==> src/rtl/sysreg_access_ctrl_pkg.sv <==
// Shared instruction-decode types and helpers for MTS/MFS system-register access.
package sysreg_access_ctrl_pkg;

    typedef logic [31:0] InsnOpcode;

    localparam logic [7:0] OPC_MFS = 8'h0C;
    localparam logic [7:0] OPC_MTS = 8'h0D;

    // System-register id: group, minimum privilege level, index within group.
    typedef struct packed {
        logic [2:0] grp;
        logic [1:0] pl;
        logic [4:0] idx;
    } SysRegId;

    typedef enum logic [1:0] {
        FC_NONE    = 2'd0,
        FC_ILLEGAL = 2'd1,
        FC_PRIV    = 2'd2,
        FC_TIMEOUT = 2'd3
    } SysRegFaultCause;

    typedef enum logic [2:0] {
        ST_IDLE  = 3'd0,
        ST_REQ   = 3'd1,
        ST_WB    = 3'd2,
        ST_DONE  = 3'd3,
        ST_FAULT = 3'd4,
        ST_DRAIN = 3'd5
    } SysRegAccState;

    typedef struct packed {
        logic    is_mfs;
        logic    is_mts;
        SysRegId id;
        logic [4:0] rd;
    } SysRegDec;

    // MTS/MFS detect plus sysreg-operand and rd extraction in one pass.
    // MTS splits the id across two opcode fields to leave room for ra.
    function automatic SysRegDec sysreg_decode(InsnOpcode op);
        SysRegDec d;
        d.is_mfs = (op[31:23] == 9'd0) && (op[7:0] == OPC_MFS);
        d.is_mts = (op[31:23] == 9'd0) && (op[7:0] == OPC_MTS);
        d.rd     = op[22:18];
        d.id     = d.is_mts ? SysRegId'({op[22:20], op[19:18], op[12:8]})
                            : SysRegId'(op[17:8]);
        return d;
    endfunction

    // Access allowed when the register's privilege does not exceed the current one.
    function automatic logic sysreg_pl_ok(SysRegId id, logic [1:0] pl);
        return id.pl <= pl;
    endfunction

endpackage

==> src/rtl/sysreg_timeout_cnt.sv <==
// Bus-request timeout counter: counts enabled cycles, flags the last allowed one.
module sysreg_timeout_cnt #(
    parameter int TIMEOUT_CYCLES = 16,
    parameter int CNT_W          = 8
) (
    input  logic clk,
    input  logic rst,
    input  logic i_clear,
    input  logic i_enable,
    output logic o_expired
);

    localparam logic [CNT_W-1:0] LP_LAST = CNT_W'(TIMEOUT_CYCLES - 1);

    logic [CNT_W-1:0] r_cnt;

    // Count waiting cycles; saturate at the terminal value.
    always_ff @(posedge clk or posedge rst) begin
        if (rst) begin
            r_cnt <= '0;
        end else if (i_clear) begin
            r_cnt <= '0;
        end else if (i_enable && !o_expired) begin
            r_cnt <= r_cnt + 1'b1;
        end
    end

    assign o_expired = (r_cnt == LP_LAST);

endmodule

==> src/rtl/sysreg_access_ctrl.sv <==
// MTS/MFS sequencer between execute and the system-register bus.
//
// state | meaning
// IDLE  | ready for a new instruction
// REQ   | bus request outstanding, waiting for ack or timeout
// WB    | one-cycle MFS writeback + done pulse
// DONE  | one-cycle MTS done pulse
// FAULT | one-cycle fault pulse with latched cause
// DRAIN | flushed while on the bus; wait for ack/timeout, discard result
module sysreg_access_ctrl
    import sysreg_access_ctrl_pkg::*;
#(
    parameter int TIMEOUT_CYCLES = 16,
    parameter int CNT_W          = 8
) (
    input  logic        clk,
    input  logic        rst,
    input  logic        in_valid,
    output logic        in_ready,
    input  logic [31:0] in_opcode,
    input  logic [31:0] in_ra_data,
    input  logic [1:0]  cur_pl,
    input  logic        flush,
    output logic        sr_req,
    output logic        sr_we,
    output logic [9:0]  sr_addr,
    output logic [31:0] sr_wdata,
    input  logic        sr_ack,
    input  logic [31:0] sr_rdata,
    output logic        wb_valid,
    output logic [4:0]  wb_rd,
    output logic [31:0] wb_data,
    output logic        done,
    output logic        fault_valid,
    output logic [1:0]  fault_cause
);

    SysRegAccState   r_state;
    SysRegAccState   w_state_nxt;
    SysRegDec        w_dec;
    SysRegId         r_addr;
    SysRegFaultCause r_cause;
    logic            r_is_mfs;
    logic            r_we;
    logic [31:0]     r_wdata;
    logic [31:0]     r_rdata;
    logic [4:0]      r_rd;
    logic            w_pl_ok;
    logic            w_busy;
    logic            w_accept;
    logic            w_expired;

    assign w_dec    = sysreg_decode(in_opcode);
    assign w_pl_ok  = sysreg_pl_ok(w_dec.id, cur_pl);
    assign w_busy   = (r_state == ST_REQ) || (r_state == ST_DRAIN);
    assign w_accept = (r_state == ST_IDLE) && in_valid && !flush;

    // The counter keeps running across REQ -> DRAIN so a flushed request still times out.
    sysreg_timeout_cnt #(
        .TIMEOUT_CYCLES(TIMEOUT_CYCLES),
        .CNT_W         (CNT_W)
    ) u_timeout (
        .clk      (clk),
        .rst      (rst),
        .i_clear  (!w_busy),
        .i_enable (w_busy && !sr_ack),
        .o_expired(w_expired)
    );

    // Next-state decode; flush wins over a simultaneous ack.
    always_comb begin
        w_state_nxt = r_state;
        case (r_state)
            ST_IDLE: begin
                if (w_accept) begin
                    if (!(w_dec.is_mfs || w_dec.is_mts) || !w_pl_ok) begin
                        w_state_nxt = ST_FAULT;
                    end else begin
                        w_state_nxt = ST_REQ;
                    end
                end
            end
            ST_REQ: begin
                if (flush) begin
                    w_state_nxt = (sr_ack || w_expired) ? ST_IDLE : ST_DRAIN;
                end else if (sr_ack) begin
                    w_state_nxt = r_is_mfs ? ST_WB : ST_DONE;
                end else if (w_expired) begin
                    w_state_nxt = ST_FAULT;
                end
            end
            ST_DRAIN: begin
                if (sr_ack || w_expired) begin
                    w_state_nxt = ST_IDLE;
                end
            end
            ST_WB, ST_DONE, ST_FAULT: w_state_nxt = ST_IDLE;
            default:                  w_state_nxt = ST_IDLE;
        endcase
    end

    // State register.
    always_ff @(posedge clk or posedge rst) begin
        if (rst) begin
            r_state <= ST_IDLE;
        end else begin
            r_state <= w_state_nxt;
        end
    end

    // Latch instruction operands on accept, read data on ack, timeout cause on expiry.
    always_ff @(posedge clk or posedge rst) begin
        if (rst) begin
            r_is_mfs <= 1'b0;
            r_we     <= 1'b0;
            r_addr   <= '0;
            r_wdata  <= '0;
            r_rd     <= '0;
            r_rdata  <= '0;
            r_cause  <= FC_NONE;
        end else begin
            if (w_accept) begin
                r_is_mfs <= w_dec.is_mfs;
                r_we     <= w_dec.is_mts;
                r_addr   <= w_dec.id;
                r_wdata  <= w_dec.is_mts ? in_ra_data : 32'd0;
                r_rd     <= w_dec.is_mfs ? w_dec.rd : 5'd0;
                r_cause  <= (w_dec.is_mfs || w_dec.is_mts) ? FC_PRIV : FC_ILLEGAL;
            end
            if ((r_state == ST_REQ) && sr_ack) begin
                r_rdata <= sr_rdata;
            end
            if ((r_state == ST_REQ) && !sr_ack && w_expired) begin
                r_cause <= FC_TIMEOUT;
            end
        end
    end

    assign in_ready    = (r_state == ST_IDLE) && !flush;
    assign sr_req      = w_busy;
    assign sr_we       = w_busy ? r_we : 1'b0;
    assign sr_addr     = w_busy ? r_addr : 10'd0;
    assign sr_wdata    = w_busy ? r_wdata : 32'd0;
    assign wb_valid    = (r_state == ST_WB) && !flush;
    assign wb_rd       = wb_valid ? r_rd : 5'd0;
    assign wb_data     = wb_valid ? r_rdata : 32'd0;
    assign done        = ((r_state == ST_WB) || (r_state == ST_DONE)) && !flush;
    assign fault_valid = (r_state == ST_FAULT) && !flush;
    assign fault_cause = fault_valid ? r_cause : FC_NONE;

endmodule

==> config.mk <==
export PLATFORM = sky130hd
export DESIGN_NAME = sysreg_access_ctrl
export DESIGN_NICKNAME = d
export VERILOG_FILES = /design/src/rtl/sysreg_access_ctrl_pkg.sv /design/src/rtl/sysreg_timeout_cnt.sv /design/src/rtl/sysreg_access_ctrl.sv
export SDC_FILE = /design/constraint.sdc
export NUM_CORES = 1
export LEC_CHECK = 0
export CAP_MARGIN = 20
export CORE_MARGIN = 3
export CORE_UTILIZATION = 43
export CTS_BUF_LIST = sky130_fd_sc_hd__clkbuf_16
export DETAILED_ROUTE_END_ITERATION = 8
export GPL_TIMING_DRIVEN = 0
export PLACE_DENSITY = 0.89
export SLEW_MARGIN = 20
export SYNTH_ARGS = -nofsm -noshare
export SYNTH_HDL_FRONTEND = slang
export SYNTH_SLANG_ARGS = --single-unit
==> constraint.sdc <==
create_clock -name clk -period 4.32 [get_ports clk]
set_input_delay 0.864 -clock clk [delete_from_list [all_inputs] [get_ports clk]]
set_output_delay 0.864 -clock clk [all_outputs]
set_load 0.005 [all_outputs]
==> results of run 1 <==
==> layout by cell type (no fill, tap or decap), drive strengths merged, types with 3 or more instances in the layout <==
cell           count
nor2b              3
clkinv             4
nor4               4
ha                 3
a22o               5
xor2               5
nand2             91
mux2              34
dfrtp             94
buf                7
clkbuf            32
nor2              10
nor3               3
nor4b              3
clkdlybuf4s50    189
mux2i              6
and2              84
o21ai             42
inv                8
==> logic make-up (layout without fill, tap and decap cells) <==
family                     after synthesis  count (layout)  synth area share [%]
and+or+nand+nor                        208             208                  24.5
xor gates and xnor gates                 7               7                  1.37
DFF                                     94              94                  52.7
adders and majority gates                3               3                 0.840
buffers and inverters                   35             241                  3.25
AOI/OAI and AO/OA                       56              56                  7.28
muxes                                   40              40                  10.1
==> per-stage QoR <==
stage	hold slack (ps)	cells	setup slack, ps	power (mW)	cell area [um2]
after global routing	499	782	6.79	1.97	6860
final	471	782	236	1.90	6860
after CTS	477	782	189	1.92	6860
after floorplan	437	443	1010	1.01	4470
after global placement	452	765	-358	1.12	6530
after detailed placement	462	766	201	1.14	6560
==> state kept, by name, summed over array words and instances, names as in the netlist, 2 cells and up <==
name             flops
r_state              3
r_wdata             32
r_rd                 5
r_addr              10
r_cause              2
r_rdata             32
u_timeout.r_cnt      8
==> cell type report <==
type	instances	share of cell area, %
clock inverter	7	1.06
multi-input combinational	314	28.7
buffer	29	1.79
clock buffer	9	3.29
tap	133	2.43
sequential	94	34.3
inverter	6	0.402
timing repair buffer	190	28.0
==> routing by layer <==
metal  part of all wire, %  GRT usage [%]
met1                    41           25.0
met2                    50           36.0
met4                  0.61           4.78
met5                     0              0
met3                   8.5           5.82
==> report_power, final <==
part,leakage [nW],switching (mW),internal [mW]
Combinational,1.55,0.0750,0.118
Sequential,1.26,0.0140,0.910
Clock,0.145,0.335,0.451
Total,2.95,0.424,1.48
==> worst max-delay path by stage <==
stage	cells after the start	end	slack, ps	start
CTS	7	wb_data[12]	190	flush
detailed placement	7	wb_data[12]	200	flush
floorplan	1	r_addr[0]	1010	rst
global route	7	wb_data[12]	7	flush
global placement	2	r_wdata[11]	-360	rst
finish	7	wb_data[12]	240	flush
==> worst min-delay path: cells and delay by family (launching register included) <==
family           cells  cell delay [ps]
AO/OA/AOI/OAI        1               60
flip-flops           1              340
AND/OR/NAND/NOR      1               40
==> results.py, run 1 <==
metrics = {
    "run_status": {
        "outcome": "finished clean",
    },
    "critical_path": {
        "cp.arrival_ps": 3220,
        "rr_startpoint": "u_timeout.r_cnt[0]",
        "rrSetupSlack_ps": 2140,
        "path_cells": "clkdlybuf4s50_1 -> nor3b_1 -> nor2b_1 -> clkbuf_1 -> clkbuf_1 -> and2_1 -> clkdlybuf4s50_1",
        "r2r-end": "u_timeout.r_cnt[7]",
        "cp_top_family": "buffers and inverters",
        "cp-end-kind": "output pin",
        "worst_ep_required_time_ps": 3460,
        "critical-path-max-stage-delay_ps": 510,
        "crit_path_start_kind": "primary input",
        "cp.buffers_inverters": 4,
        "slowest_stage": "clkdlybuf4s50_1",
        "path_class": "in2out",
        "crit_fanout": 10,
        "ff2ff_path_depth": 7,
    },
    "synthesis": {
        "syn_nets": 549,
        "syn_avg_cell_area_um2": 10.1,
        "yosys_warnings": 0,
        "synth_flop_cell": "dfrtp_1",
        "yosysMostFrequentCell": "dfrtp_1",
        "syn_area_um2": 4470,
        "synthTopCellsByArea": "dfrtp_1 (53%), and2_1 (12%), mux2_2 (8.1%)",
        "synth-seq-cells": 94,
        "ys_seq_area_share_pct": 52.7,
        "yosysTopAreaCell": "dfrtp_1",
        "yosys-top-cells-count": "dfrtp_1 (94), nand2_1 (91), and2_1 (84), o21ai_0 (42), mux2_2 (32)",
        "synthDistinctLibCells": 40,
        "synth_edf_count": 0,
        "synth_async_sr_flop_share_pct": 100,
        "syn-instance-count": 443,
        "synth_top_area_share_pct": 52.7,
    },
    "global_routing": {
        "grt_pass1_wl_um": 19100,
        "grt_max_degree": 60,
        "grt_pass1_vias": 3948,
        "antenna_found_initial": 0,
        "grt-ovfl-total": 0,
        "track_usage_pct": 20.5,
    },
    "run": {
        "cap_violations": 0,
    },
    "power_and_ir_drop": {
        "p_per_area_nw_per_um2": 278,
        "p_leak_nw": 2.95,
        "ir_drop_v": 0.000209,
    },
    "worst_hold_path": {
        "min_to": "r_wdata[27]",
        "min_path_type": "reg2reg",
        "min_from": "r_wdata[27]",
        "whs_path_depth": 2,
    },
    "clocking": {
        "root_buffer": "clkbuf_16",
        "cts_tree": "built",
        "cts.reportedPaths.clkPinSlew_ps": 60,
        "clkLatencyLatePin_ps": 330,
        "cts_inserted_buffers": 9,
        "ctsHoldBuffers": 0,
        "clock_sinks": 94,
        "clockBufferDepth": 2,
        "post-cts-setup-buffer-count": 0,
        "cts_resized": 0,
        "htree_num_levels": 3,
    },
    "timing": {
        "rsz0062_at_grt": "false",
        "skew_ps": 6.30,
        "fmax_ghz": 0.245,
        "setup_tns_ps": 0,
        "slew_viol_final": 0,
        "post-route-min-period_ps": 4080,
        "setup_viol": 0,
        "period_share_pct": 94.5,
        "relSlewSlack_pct": 51.0,
        "tightest_slew_ps": 716,
        "hold_viol": 0,
    },
    "cells_and_area": {
        "post-route-util_pct": 68.9,
        "final_layout_size_suffix_gt1_share_pct": 9.40,
        "multiInputGateArea_um2": 1970,
        "nNetsFinal": 750,
        "syn2layout_area_growth_pct": 53.5,
        "antennaDiodeCount": 0,
        "seqCellArea_um2": 2350,
        "nFillCells": 758,
    },
    "route": {
        "wl_per_cell_um": 15.2,
        "drc": 0,
        "viasPerCell": 4.98,
        "first_iter_violations": 171,
        "num_vias": 3896,
        "antenna_left": 0,
        "finalWirelength_um": 11900,
        "drtPass1Iterations": 4,
    },
    "floorplan": {
        "coreArea_um2": 9950,
        "die_h_um": 108,
        "start_util_pct": 44.9,
        "io_pins": 190,
        "row_count": 36,
        "die_w_um": 108,
        "die_area_um2": 11600,
    },
    "placement": {
        "place_congestion": 0.818,
        "io_buffers": 189,
        "dp_hpwl_um": 9280,
    },
}
Power figures use the tool's default switching activity.
==> run 2, diff against run 1 <==
Settings changed: CORE_UTILIZATION 43 to 46, PLACE_DENSITY 0.89 to 0.94.
Clock period 4.32 ns to 5.2 ns, I/O delays scaled along.
==> results.py, run 2 (synthesis results as in run 1) <==
metrics = {
    "run_status": {
        "outcome": "finished clean",
    },
    "floorplan": {
        "die_w_um": 105,
        "die_h_um": 105,
        "start_util_pct": 47.9,
        "coreArea_um2": 9330,
        "io_pins": 190,
        "row_count": 35,
        "die_area_um2": 10900,
    },
    "global_routing": {
        "grt_pass1_wl_um": 20800,
        "grt_pass1_vias": 4038,
        "track_usage_pct": 23.7,
        "grt-ovfl-total": 0,
        "grt_max_degree": 50,
        "antenna_found_initial": 0,
    },
    "critical_path": {
        "crit_fanout": 10,
        "cp.arrival_ps": 3520,
        "crit_path_start_kind": "primary input",
        "critPathLaunch": "flush",
        "cp-end-kind": "output pin",
        "rr_startpoint": "u_timeout.r_cnt[0]",
        "r2r-end": "u_timeout.r_cnt[7]",
        "worstSetupEndpoint": "wb_data[21]",
        "rrSetupSlack_ps": 3000,
        "worst_ep_required_time_ps": 4160,
        "ff2ff_path_depth": 7,
        "path_class": "in2out",
    },
    "route": {
        "finalWirelength_um": 12600,
        "wl_per_cell_um": 16.2,
        "viasPerCell": 5.07,
        "drtPass1Iterations": 4,
        "antenna_left": 0,
        "first_iter_violations": 139,
        "drc": 0,
        "num_vias": 3943,
    },
    "cells_and_area": {
        "mostFrequentLayoutCell": "clkdlybuf4s50_1",
        "syn2layout_area_growth_pct": 52.5,
        "final_cell_mix": "clkdlybuf4s50_1 (189), dfrtp_1 (94), nand2_1 (91), and2_1 (84), o21ai_0 (42)",
        "seqCellArea_um2": 2350,
        "nFillCells": 675,
        "antennaDiodeCount": 0,
        "nNetsFinal": 750,
        "top_regs": "r_rdata x32, r_wdata x32, r_addr x10",
        "final_layout_size_suffix_gt1_share_pct": 9.24,
        "multiInputGateArea_um2": 1970,
    },
    "run": {
        "cap_violations": 0,
    },
    "power_and_ir_drop": {
        "swShare_pct": 22.8,
        "power.total_mw": 1.52,
        "p_leak_nw": 2.93,
        "internal_power_mw": 1.17,
        "comb_power_share_pct": 10.6,
        "power_switching_mw": 0.346,
        "p_per_area_nw_per_um2": 223,
        "ir_drop_v": 0.000201,
        "clockPowerShare_pct": 39.0,
        "pwr-share-seq_pct": 50.5,
    },
    "clocking": {
        "cts.reportedPaths.clkPinSlew_ps": 60,
        "cts_tree": "built",
        "htree_num_levels": 3,
        "ctsHoldBuffers": 0,
        "cts_resized": 0,
        "cts_inserted_buffers": 9,
        "clock_sinks": 94,
        "post-cts-setup-buffer-count": 0,
        "root_buffer": "clkbuf_16",
        "clockBufferDepth": 2,
        "clkLatencyLatePin_ps": 330,
    },
    "timing": {
        "period_share_pct": 87.6,
        "setup_viol": 0,
        "relSlewSlack_pct": 49.7,
        "tightest_slew_ps": 735,
        "hold_viol": 0,
        "post-route-min-period_ps": 4560,
        "rsz0062_at_grt": "false",
        "setup_tns_ps": 0,
        "slew_viol_final": 0,
        "skew_ps": 8.34,
        "fmax_ghz": 0.219,
    },
    "placement": {
        "place_congestion": 0.839,
        "io_buffers": 189,
        "dp_hpwl_um": 9850,
    },
    "worst_hold_path": {
        "min_from": "r_wdata[27]",
        "min_path_type": "reg2reg",
    },
}
[run 2: worst min-delay path by stage]
| stage | to | slack [ps] | cells past startpoint |
|---|---|---|---|
| 4_1_cts | r_addr[4] | 480 | 2 |
| 5_1_grt | r_addr[3] | 500 | 2 |
| 3_5_place_dp | r_addr[4] | 460 | 2 |
| 6_report | r_wdata[27] | 470 | 2 |
| 2_1_floorplan | r_addr[0] | 440 | 2 |
| 3_3_place_gp | r_addr[3] | 450 | 2 |
[run 2: critical path, cell delays in order]
cell and delay (ps):
clkdlybuf4s50_1 490, nor3b_1 330, nor2b_1 210, clkbuf_1 400, clkbuf_1 340, and2_1 200
clkdlybuf4s50_1 500
[run 2: power by group through the flow]
stage	clock network [mW]	registers (mW)	logic, mW
CTS	0.601	0.767	0.163
detailed placement	0	0.781	0.162
global placement	0	0.779	0.154
floorplan	0	0.777	0.0591
finish	0.592	0.767	0.161
global route	0.637	0.770	0.177
[run 2: layout make-up]
type / instances / area share, %
plain buffers: 29 / 1.80
clock buffers: 9 / 3.31
clock inverters: 7 / 0.643
inverters: 6 / 0.367
multi-input cells: 314 / 28.9
flip-flops and latches: 94 / 34.5
well taps: 129 / 2.37
repair buffers: 190 / 28.1
[run 2: per-layer routing]
| layer | global-route usage, % | vias up | wire length, um |
|---|---|---|---|
| met5 | 0 | - | 0 |
| met4 | 6.17 | 0 | 131 |
| met3 | 6.24 | 9 | 925 |
| met2 | 42.0 | 166 | 6400 |
| met1 | 28.7 | 1902 | 5170 |
| li1 | - | 1866 | - |
[run 2: through the flow]
step                setup WS (ps)  hold WS [ps]  cells  area, um2  util [%]
floorplan                    1710           437    443       4470         -
global placement              473           453    761       6520      69.9
detailed placement            639           460    762       6540      70.1
CTS                           625           476    778       6810      73.0
global route                  371           497    778       6810      73.0
finish                        642           469    778       6810      73.0
==> run 3, diff against run 2 <==
Settings changed: CORE_UTILIZATION 46 to 52, DONT_BUFFER_PORTS from default to 1, PLACE_DENSITY 0.94 to 0.75.
==> results.py, run 3 (synthesis results as in run 1) <==
metrics = {
    "clocking": {
        "clkLatencyLatePin_ps": 330,
        "cts.reportedPaths.clkPinSlew_ps": 60,
        "cts_tree": "built",
        "root_buffer": "clkbuf_16",
        "cts_inserted_buffers": 9,
        "ctsHoldBuffers": 0,
        "cts_resized": 0,
        "clock_sinks": 94,
        "post-cts-setup-buffer-count": 0,
        "htree_num_levels": 3,
        "clockBufferDepth": 2,
    },
    "global_routing": {
        "grt_pass1_vias": 3252,
        "grt_max_degree": 69,
        "antenna_found_initial": 0,
        "grt-ovfl-total": 0,
        "track_usage_pct": 20.9,
        "grt_pass1_wl_um": 16300,
    },
    "route": {
        "antenna_left": 0,
        "wl_per_cell_um": 17.9,
        "finalWirelength_um": 10100,
        "drtPass1Iterations": 4,
        "num_vias": 3135,
        "first_iter_violations": 149,
        "viasPerCell": 5.55,
        "drc": 0,
    },
    "cells_and_area": {
        "nFillCells": 727,
        "final_cell_mix": "dfrtp_1 (94), nand2_1 (91), and2_1 (84), o21ai_0 (42), mux2_2 (32)",
        "top_regs": "r_rdata x32, r_wdata x32, r_addr x10",
        "multiInputGateArea_um2": 1970,
        "nNetsFinal": 561,
        "final_layout_size_suffix_gt1_share_pct": 13.3,
        "fin_cells": 565,
        "antennaDiodeCount": 0,
        "seqCellArea_um2": 2350,
        "syn2layout_area_growth_pct": 9.66,
        "mostFrequentLayoutCell": "dfrtp_1",
    },
    "timing": {
        "tightest_slew_ps": 740,
        "setup_tns_ps": 0,
        "setup_viol": 0,
        "hold_viol": 0,
        "relSlewSlack_pct": 49.4,
        "final.setup.worst_slack_ps": 1430,
        "period_share_pct": 72.5,
        "post-route-min-period_ps": 3770,
        "rsz0062_at_grt": "false",
        "skew_ps": 5.29,
        "slew_viol_final": 0,
        "fin_hold_ws_ps": 475,
        "fmax_ghz": 0.265,
    },
    "power_and_ir_drop": {
        "pwr-share-seq_pct": 53.6,
        "power.total_mw": 1.43,
        "swShare_pct": 22.9,
        "power_switching_mw": 0.328,
        "p_per_area_nw_per_um2": 293,
        "clockPowerShare_pct": 41.2,
        "comb_power_share_pct": 5.3,
        "p_leak_nw": 2.23,
        "internal_power_mw": 1.11,
        "ir_drop_v": 0.000132,
    },
    "floorplan": {
        "row_count": 33,
        "start_util_pct": 53.8,
        "io_pins": 190,
        "die_w_um": 98.7,
        "die_area_um2": 9740,
        "die_h_um": 98.7,
        "coreArea_um2": 8300,
    },
    "critical_path": {
        "path_class": "in2out",
        "crit_fanout": 10,
        "cp.arrival_ps": 2730,
        "worst_ep_required_time_ps": 4160,
        "cp-end-kind": "output pin",
        "crit_path_start_kind": "primary input",
    },
    "placement": {
        "dp_cells": 549,
        "dp_hpwl_um": 7680,
        "dpl_worst_slack_ps": 1380,
        "place_congestion": 0.814,
        "io_buffers": 0,
    },
    "run": {
        "cap_violations": 0,
    },
    "worst_hold_path": {
        "min_path_type": "reg2reg",
    },
    "run_status": {
        "outcome": "finished clean",
    },
}
==> run 3: layout make-up <==
type,count,area share [%]
flip-flops and latches,94,48.0
multi-input cells,314,40.2
clock buffers,9,4.60
well taps,105,2.68
plain buffers,29,2.50
clock inverters,7,0.868
repair buffers,1,0.562
inverters,6,0.562
==> run 3: through the flow <==
stage / util [%] / area (um2)
3_3_place_gp: 55.4 / 4600
6_report: 59.0 / 4900
2_1_floorplan: - / 4470
4_1_cts: 59.0 / 4900
3_5_place_dp: 55.8 / 4630
5_1_grt: 59.0 / 4900
==> run 3: critical path, stage by stage <==
cell and delay [ps]:
nor3b_1 420, nor2b_1 230, clkbuf_1 470, clkbuf_1 340
and2_1 220
==> run 3: final timing paths <==
| check | from | endpoint | slack, ps | cells after the start |
|---|---|---|---|---|
| hold reg to reg | r_wdata[1] | r_wdata[1] | 480 | 2 |
| setup / recovery | flush | wb_data[5] | 1430 | 5 |
| min in group asynchronous | rst | r_rdata[8] | 510 | 1 |
| setup reg to reg | r_state[1] | r_rdata[6] | 3040 | 4 |
| hold / removal | r_wdata[1] | r_wdata[1] | 480 | 2 |
| max in group asynchronous | rst | r_rd[0] | 4090 | 2 |
==> run 3: power by group through the flow <==
stage               registers, mW  logic [mW]  clock network, mW
floorplan                   0.777      0.0591                  0
global placement            0.780      0.0721                  0
detailed placement          0.781      0.0784                  0
CTS                         0.768      0.0780              0.602
global route                0.771      0.0876              0.632
finish                      0.768      0.0757              0.590
==> run 3: metal layers <==
metal	vias up	part of all wire (%)	track usage, %	routed length [um]
li1	1478	-	-	-
met1	1500	42	26.2	4270
met2	141	47	34.6	4780
met3	16	8.8	6.94	890
met4	0	1.6	6.41	165
met5	-	0	0	0
